`src/rtl/proc_clock_sequencer_if.sv`:
```
// Run-control bus for proc_clock_sequencer: requests in, clock/status out.
// The breakpoint signals exist only when PROC_CLOCK_BREAKPOINT_EN is defined.
`timescale 1ns/1ps
interface proc_clock_sequencer_if #(
   parameter int STEP_W = 8
`ifdef PROC_CLOCK_BREAKPOINT_EN
  ,parameter int PC_W   = 32
`endif
);
   logic              run_req;
   logic              halt_req;
   logic              step_req;
   logic [STEP_W-1:0] step_num;
   logic              c0;
   logic              tick;
   logic              locked;
   logic              busy;
   logic [1:0]        state;
   logic [31:0]       cycle_count;
`ifdef PROC_CLOCK_BREAKPOINT_EN
   logic              bp_en;
   logic [PC_W-1:0]   bp_addr;
   logic [PC_W-1:0]   pc;
   logic              bp_hit;

   modport master (
      output run_req, halt_req, step_req, step_num, bp_en, bp_addr, pc,
      input  c0, tick, locked, busy, state, cycle_count, bp_hit
   );
   modport slave (
      input  run_req, halt_req, step_req, step_num, bp_en, bp_addr, pc,
      output c0, tick, locked, busy, state, cycle_count, bp_hit
   );
`else
   modport master (
      output run_req, halt_req, step_req, step_num,
      input  c0, tick, locked, busy, state, cycle_count
   );
   modport slave (
      input  run_req, halt_req, step_req, step_num,
      output c0, tick, locked, busy, state, cycle_count
   );
`endif
endinterface

```
`src/rtl/proc_clock_sequencer.sv`:
```
// Processor clock run-control: divides inclk0 into c0 (+ tick strobe) and
// gates it with RUN / HALT / N-cycle STEP. A stop always waits for the
// current c0 high phase to finish, so no processor cycle is ever cut short.
// Optional breakpoint stop is enabled with `define PROC_CLOCK_BREAKPOINT_EN.
//
//   state    | meaning
//   HALT     | c0 parked low, divider cleared (locked)
//   RUN      | c0 free-running
//   STEP     | c0 running, counting down remaining processor cycles
//   STOPPING | finishing the current c0 high phase before HALT
`timescale 1ns/1ps
module proc_clock_sequencer #(
   parameter int DIV_COUNT = 500000,
   parameter int CNT_W     = 26,
   parameter int STEP_W    = 8,
   parameter int AUTO_RUN  = 1
`ifdef PROC_CLOCK_BREAKPOINT_EN
  ,parameter int PC_W      = 32
`endif
) (
   input logic                   inclk0,
   input logic                   resetn,
   proc_clock_sequencer_if.slave bus
);
   typedef enum logic [1:0] {
      ST_HALT     = 2'b00,
      ST_RUN      = 2'b01,
      ST_STEP     = 2'b10,
      ST_STOPPING = 2'b11
   } state_t;

   localparam state_t           RST_STATE = (AUTO_RUN != 0) ? ST_RUN : ST_HALT;
   localparam logic [CNT_W-1:0] CNT_LAST  = CNT_W'(DIV_COUNT - 1);

   state_t            r_state;
   state_t            w_state_nxt;
   logic [CNT_W-1:0]  r_cnt;
   logic              r_c0;
   logic              r_tick;
   logic [STEP_W-1:0] r_remaining;
   logic [31:0]       r_cycle_count;
   logic              w_wrap;
   logic              w_step_ok;
   logic              w_stop_req;
   logic              w_count_en;
   logic              w_locked;
   logic              w_busy;

   assign w_wrap    = (r_cnt == CNT_LAST);
   assign w_step_ok = (bus.step_num != '0);

`ifdef PROC_CLOCK_BREAKPOINT_EN
   logic r_bp_hit;
   logic w_bp_match;

   assign w_bp_match = r_tick && ((r_state == ST_RUN) || (r_state == ST_STEP)) &&
                       bus.bp_en && (bus.pc == bus.bp_addr);
   assign w_stop_req = bus.halt_req || w_bp_match;

   // Sticky hit flag, cleared when HALT is left by an accepted run/step
   always_ff @(posedge inclk0 or negedge resetn) begin
      if (!resetn)
         r_bp_hit <= 1'b0;
      else if (w_bp_match)
         r_bp_hit <= 1'b1;
      else if ((r_state == ST_HALT) && (w_state_nxt != ST_HALT))
         r_bp_hit <= 1'b0;
   end

   assign bus.bp_hit = r_bp_hit;
`else
   assign w_stop_req = bus.halt_req;
`endif

   // State register
   always_ff @(posedge inclk0 or negedge resetn) begin
      if (!resetn)
         r_state <= RST_STATE;
      else
         r_state <= w_state_nxt;
   end

   // Next state: halt (or breakpoint) > step > run
   always_comb begin
      w_state_nxt = r_state;
      case (r_state)
         ST_HALT: begin
            if (bus.halt_req)
               w_state_nxt = ST_HALT;
            else if (bus.step_req) begin
               if (w_step_ok)
                  w_state_nxt = ST_STEP;
            end else if (bus.run_req)
               w_state_nxt = ST_RUN;
         end
         ST_RUN: begin
            if (w_stop_req)
               w_state_nxt = ST_STOPPING;
         end
         ST_STEP: begin
            if (w_stop_req)
               w_state_nxt = ST_STOPPING;
            else if (bus.run_req)
               w_state_nxt = ST_RUN;
            else if (r_tick && (r_remaining == STEP_W'(1)))
               w_state_nxt = ST_STOPPING;
         end
         ST_STOPPING: begin
            // c0 already low: nothing to finish. Otherwise leave on the falling toggle.
            if (!r_c0 || w_wrap)
               w_state_nxt = ST_HALT;
         end
         default: w_state_nxt = RST_STATE;
      endcase
   end

   // State decode: status flags and divider enable
   always_comb begin
      w_locked   = (r_state == ST_HALT);
      w_busy     = (r_state == ST_STEP) || (r_state == ST_STOPPING);
      w_count_en = (r_state == ST_RUN) || (r_state == ST_STEP) ||
                   ((r_state == ST_STOPPING) && r_c0);
   end

   // Divider; tick is registered alongside the rising toggle of c0
   always_ff @(posedge inclk0 or negedge resetn) begin
      if (!resetn) begin
         r_cnt  <= '0;
         r_c0   <= 1'b0;
         r_tick <= 1'b0;
      end else if (w_count_en) begin
         if (w_wrap) begin
            r_cnt  <= '0;
            r_c0   <= ~r_c0;
            r_tick <= ~r_c0;
         end else begin
            r_cnt  <= r_cnt + CNT_W'(1);
            r_tick <= 1'b0;
         end
      end else begin
         r_cnt  <= '0;
         r_c0   <= 1'b0;
         r_tick <= 1'b0;
      end
   end

   // Step budget: loaded from HALT, decremented per tick, dropped on early exit
   always_ff @(posedge inclk0 or negedge resetn) begin
      if (!resetn)
         r_remaining <= '0;
      else begin
         case (r_state)
            ST_HALT: begin
               if (!bus.halt_req && bus.step_req && w_step_ok)
                  r_remaining <= bus.step_num;
            end
            ST_STEP: begin
               if (w_stop_req || bus.run_req)
                  r_remaining <= '0;
               else if (r_tick)
                  r_remaining <= r_remaining - STEP_W'(1);
            end
            default: r_remaining <= r_remaining;
         endcase
      end
   end

   // Processor cycle counter, wraps naturally
   always_ff @(posedge inclk0 or negedge resetn) begin
      if (!resetn)
         r_cycle_count <= '0;
      else if (r_tick)
         r_cycle_count <= r_cycle_count + 32'd1;
   end

   assign bus.c0          = r_c0;
   assign bus.tick        = r_tick;
   assign bus.locked      = w_locked;
   assign bus.busy        = w_busy;
   assign bus.state       = r_state;
   assign bus.cycle_count = r_cycle_count;
endmodule

```
`src/flat_wrapper.sv`:
```
// flat-port wrapper written by rule: the top's interface ports become plain ports
module proc_clock_sequencer_flat 
#(
   parameter int DIV_COUNT = 500000,
   parameter int CNT_W     = 26,
   parameter int STEP_W    = 8,
   parameter int AUTO_RUN  = 1

)
  (inclk0, resetn, bus_run_req, bus_halt_req, bus_step_req, bus_step_num, bus_c0, bus_tick, bus_locked, bus_busy, bus_state, bus_cycle_count);
  proc_clock_sequencer_if #(.STEP_W(STEP_W)) bus_i ();
  input logic inclk0;
  input logic resetn;
  input wire logic [$bits(bus_i.run_req)-1:0] bus_run_req;
  input wire logic [$bits(bus_i.halt_req)-1:0] bus_halt_req;
  input wire logic [$bits(bus_i.step_req)-1:0] bus_step_req;
  input wire logic [$bits(bus_i.step_num)-1:0] bus_step_num;
  output wire logic [$bits(bus_i.c0)-1:0] bus_c0;
  output wire logic [$bits(bus_i.tick)-1:0] bus_tick;
  output wire logic [$bits(bus_i.locked)-1:0] bus_locked;
  output wire logic [$bits(bus_i.busy)-1:0] bus_busy;
  output wire logic [$bits(bus_i.state)-1:0] bus_state;
  output wire logic [$bits(bus_i.cycle_count)-1:0] bus_cycle_count;
  assign bus_i.run_req = bus_run_req;
  assign bus_i.halt_req = bus_halt_req;
  assign bus_i.step_req = bus_step_req;
  assign bus_i.step_num = bus_step_num;
  assign bus_c0 = bus_i.c0;
  assign bus_tick = bus_i.tick;
  assign bus_locked = bus_i.locked;
  assign bus_busy = bus_i.busy;
  assign bus_state = bus_i.state;
  assign bus_cycle_count = bus_i.cycle_count;
  proc_clock_sequencer #(.DIV_COUNT(DIV_COUNT), .CNT_W(CNT_W), .STEP_W(STEP_W), .AUTO_RUN(AUTO_RUN)) u_core (.inclk0(inclk0), .resetn(resetn), .bus(bus_i));
endmodule
```
`config.mk`:
```
export PLATFORM = sky130hd
export DESIGN_NAME = proc_clock_sequencer_flat
export DESIGN_NICKNAME = d
export VERILOG_FILES = /design/src/rtl/proc_clock_sequencer_if.sv /design/src/rtl/proc_clock_sequencer.sv /design/src/flat_wrapper.sv
export SDC_FILE = /design/constraint.sdc
export NUM_CORES = 1
export LEC_CHECK = 0
export ABC_AREA = 1
export ABC_CLOCK_PERIOD_IN_PS = 4980
export CAP_MARGIN = 10
export CORE_MARGIN = 2
export CORE_UTILIZATION = 55
export DETAILED_ROUTE_END_ITERATION = 6
export MAX_ROUTING_LAYER = met4
export PLACE_DENSITY = 0.91
export SKIP_CTS_REPAIR_TIMING = 1
export SLEW_MARGIN = 10
export SYNTH_ARGS = -nofsm -noshare
export SYNTH_HDL_FRONTEND = slang
export SYNTH_SLANG_ARGS = --single-unit
export TNS_END_PERCENT = 100
```
`constraint.sdc`:
```
create_clock -name inclk0 -period 4.98 [get_ports inclk0]
set_input_delay 1.245 -clock inclk0 [delete_from_list [all_inputs] [get_ports inclk0]]
set_output_delay 1.245 -clock inclk0 [all_outputs]
set_load 0.05 [all_outputs]
```
=== Yosys cells after proc, flatten, opt, wreduce, memory -nomap -nowiden ===
Index checks and enable logic that the tools add are counted.

* Bits in latches: 0
* Memory bits (writable): 0
* Flip-flop bits (word level): 70
* Bits in read-only memories: 0
* Output and inout port bits: 38
* Memories: 0

* Div/mod/pow operators: 0
* Reductions and logical operators: 16
* $lt $le $gt $ge: 0
* Eq/ne operators: 13
* Muxes and demuxes: 20
* Multiply operators: 0
* Add/subtract/negate cells: 3
* Bitwise operators: 1
* Shifts and indexed selects: 0

{| class="wikitable"
|+ Operators with widths
! cell !! number
|-
| 26-bit 2-to-1 mux || 2
|-
| 32-bit by 1-bit adder with 32-bit output, second input constant || 1
|-
| 26-bit by 1-bit adder with 26-bit output, second input constant || 1
|-
| 26-bit by 19-bit == test with 1-bit output, second input constant || 1
|-
| 8-bit 2-to-1 mux || 3
|-
| 2-bit 2-to-1 mux || 9
|-
| 8-bit case mux with 2 select lines || 1
|-
| 8-bit by 1-bit == test with 1-bit output, second input constant || 1
|-
| 4-bit by 3-bit inequality test with 1-bit output, second input constant || 2
|-
| 2-bit case mux with 4 select lines || 1
|-
| 8-bit nonzero test || 1
|-
| 8-bit by 1-bit subtractor with 8-bit output, second input constant || 1
|-
| 2-bit by 1-bit inequality test with 1-bit output, second input constant || 3
|-
| 1-bit logical OR || 5
|-
| 5-bit AND reduction || 1
|-
| 2-bit == test, second input constant || 2
|-
| 1-bit logical AND || 4
|-
| 1-bit 2-to-1 mux || 4
|-
| 4-bit inequality test, second input constant || 1
|-
| 3-bit by 2-bit inequality test with 1-bit output, second input constant || 1
|-
| 3-bit AND reduction || 1
|-
| 2-bit by 1-bit == test with 1-bit output, second input constant || 1
|-
| 1-bit zero test || 2
|-
| 2-bit zero test || 1
|-
| other kinds (3) || 3
|}

=== Logic depth before layout (Yosys ltp) ===
* Word-level depth: 6
* Depth in mapped cells: 11
* Mapped depth without buffers: 11

=== Least setup slack after synthesis ===
Ideal clock, no wire load.

* Path type: flip-flop to output port
* Start: reg u_core.r_state[0], in the netlist u_core.bus.state[0]
* End: out bus_busy
* Slack: 2,219 ps
* Cell stages (with the launch flop): 4
* Buffers on the path: 0
* Arrival time: 1,516 ps
* Data required time: 3,735 ps
* Path through: dfstp_2 inv_1 ha_1 or2_2

* Longest elaborated chain between the ends: 2

{| class="wikitable"
|+ RTL lines
! item !! RTL line !! source
|-
| start: declaration || proc_clock_sequencer.sv:35 || <nowiki>state_t r_state;</nowiki>
|-
| start signal: assignment || proc_clock_sequencer.sv:80 || <nowiki>r_state <= w_state_nxt;</nowiki>
|-
| 2-bit == test || proc_clock_sequencer.sv:120 || <nowiki>w_busy = (r_state == ST_STEP) || (r_state == ST_STOPPING);</nowiki>
|-
| 1-bit logical OR (*) || proc_clock_sequencer.sv:120 ||
|-
| end: declaration || flat_wrapper.sv:21 || <nowiki>output wire logic [$bits(bus_i.busy)-1:0] bus_busy;</nowiki>
|}

Mark *: on every way between the ends. The rest lies on a longest branch, timed or not.

=== Final worst setup path ===
Same ends and word-level chain as after synthesis.

==> reports/metrics.yaml <==
leakagePower_nw: 2.27
syn_area_per_cell_um2: 7.26
critical_path_class: "flop to output port"
wl_mm: 9.77
synthXorXnorAreaFrac_pct: 6.91
status: "finished, final reports clean"
period_minus_slack_ps: 3550
holdWs_ps: 508
synth_enable_flop_cells: 0
diodes: 0
synth_top_family_by_area: "simple AND/OR/NAND/NOR gates"
port-buffer-count: 50
fmax_ghz: 0.282
slew_violations: 0
clk_latency_ps: 360
synth.area.mux_share_pct: 0
worst_pin_slew_ps: 1100
clockBufferDepth: 2
io_pins: 51
hold_class: "flop to flop"
synthSimpleGateAreaFrac_pct: 38.7
powerDensity_nw_per_um2: 337
synth_top_area_share_pct: 41.3
rsz0062_at_grt: "no"
track_usage_pct: 25.0
grt_pass1_vias: 3742
clk_pin_slew_worst_paths_ps: 80
die_area_um2: 8320
totalPowerFinal_w: 0.00168
syn_nets: 598
cts.sinks: 70
antenna_found_initial: 0
cts_buffers: 9
ant_nets: 0
die-width_um: 91.2
fill_cells: 621
ir_worst_vdd_mv: 0.298
synth_compound_area_share_pct: 3.29
fin_skew_ps: 10.4
netlist_top_cells_count: "174 x nand2_1, 97 x nor2_1, 69 x dfrtp_1"
yosys-top-cells-area: "dfrtp_1 41%, nand2_1 16%, nor2_1 8.7%"
avgRoutedWirePerCell_um: 13.2
place_congestion: 0.967
synthArstFlopShare_pct: 100
yosysWarnings: 0
cts_tree: "yes"
hold_violations: 0
die_y_um: 91.2
cp.required_ps: 3730
post-route-period-util_pct: 71.3
core_um2: 7290
ys_seq_elements: 70
clockRootBuffer: "clkbuf_8"
tns_ps: 0
maxCapViolations: 0
worst_setup_path_start_kind: "flop"
worstPathArrival_ps: 2300
drt-pass1-iter-count: 5
htree_levels: 3
synth.most_common_cell: "nand2_1"
critPathMaxFanout: 6
grt_pass1_wl_mm: 16.4
synth_seq_area_share_pct: 41.9
nets: 657
syn_inst: 576
drtIter0Drc: 234
drc_errors: 0
row_count: 31
yosysUniqueCellTypes: 30
setup_viol_count_final: 0
yosys_most_used_dff: "dfrtp_1"
endpoint_kind: "output port"
slew_headroom_pct: 26.4
start_util_pct: 57.3
grt_overflow: 0
mappedNetlistArea_um2: 4180
drive_above_1_share_pct: 6.88
drt-vias-per-instance: 5.27
grt_max_degree: 46
dpl.hpwl_mm: 7.28
yosysTopAreaCell: "dfrtp_1"
area_delta_synth_final_pct: 19.4
synth_fa_ha_area_share_pct: 2.69
dr_total_vias: 3893
==> power by group <==
part	total, W	switching, W	internal (W)	leakage [nW]
logic	0.000550	0.000384	0.000166	1.21
clock network	0.000475	0.000229	0.000246	0.104
registers	0.000659	0.0000391	0.000620	0.960
total	0.00168	0.000652	0.00103	2.27
==> routing by layer <==
layer | share of wire, % | GRT usage (%)
met3 | 6.5 | 5.23
met4 | 1.9 | 9.09
met2 | 49 | 41.5
met1 | 43 | 30.3
met5 | 0 | -
==> path summary, 6_finish.rpt <==
path                                     start                   endpoint  slack [ps]  cells after the start
setup / recovery           u_core.bus.state[0]                   bus_busy        1430                      4
hold / removal                 u_core.r_cnt[0]            u_core.r_cnt[0]         510                      1
setup reg to reg           u_core.bus.state[0]           u_core.r_cnt[18]        2500                      6
hold reg to reg                u_core.r_cnt[0]            u_core.r_cnt[0]         510                      1
max in group asynchronous               resetn        u_core.bus.state[0]        2990                      2
min in group asynchronous               resetn  u_core.bus.cycle_count[0]        1040                      1
==> critical path, stage by stage, from the launching register on <==
cell             delay (ps)
dfstp_2                 570
inv_1                    80
ha_1                    280
or2_2                   310
clkdlybuf4s50_1         700
==> flip-flops by register name (all words and copies together) (netlist names) <==
register	cells
u_core.bus.cycle_count	32
u_core.bus.state	2
u_core.bus.c0	1
u_core.bus.tick	1
u_core.r_cnt	26
u_core.r_remaining	8
==> cells in the final DEF, fill, tap and decap left out, types with 2 or more instances in the layout <==
cell               n
clkinv_2           2
nand2_1          174
nand3_1           41
nor2_4             5
ha_1               9
dfrtp_1           69
nor3_1            11
o21ai_0           15
a22oi_1            3
nor2_2             7
xor2_1            23
xnor2_1           10
a21oi_1            4
clkdlybuf4s50_1   49
nor3b_1            6
nor2_1            97
nand4_1           12
clkbuf_8          10
nand2_2            9
inv_1             68
==> final cells by class <==
| cell class | instances | area [um2] | area share [%] |
|---|---|---|---|
| clock buffers | 11 | 141 | 2.83 |
| clock inverters | 5 | 57.6 | 1.15 |
| inverters | 68 | 255 | 5.11 |
| multi-input cells | 435 | 2160 | 43.2 |
| flip-flops and latches | 70 | 1750 | 35.1 |
| well taps | 99 | 124 | 2.48 |
| repair buffers | 51 | 503 | 10.1 |
==> through the flow <==
| stage | area (um2) | worst slack (ps) | std cells | utilization, % |
|---|---|---|---|---|
| 3_3_place_gp | 4790 | 1870 | 723 | 65.7 |
| 5_1_grt | 4990 | 1350 | 739 | 68.4 |
| 4_1_cts | 4990 | 1430 | 739 | 68.4 |
| 2_1_floorplan | 4180 | 2220 | 576 | - |
| 3_5_place_dp | 4790 | 1820 | 723 | 65.7 |
| 6_report | 4990 | 1430 | 739 | 68.4 |
==> cell families after synthesis <==
logic type / after synthesis
xor gates and xnor gates: 33
buffers and inverters: 71
adders and majority gates: 9
DFF: 70
AOI/OAI and AO/OA: 25
and+or+nand+nor: 368
No activity file was read; power rests on OpenSTA's default activity.
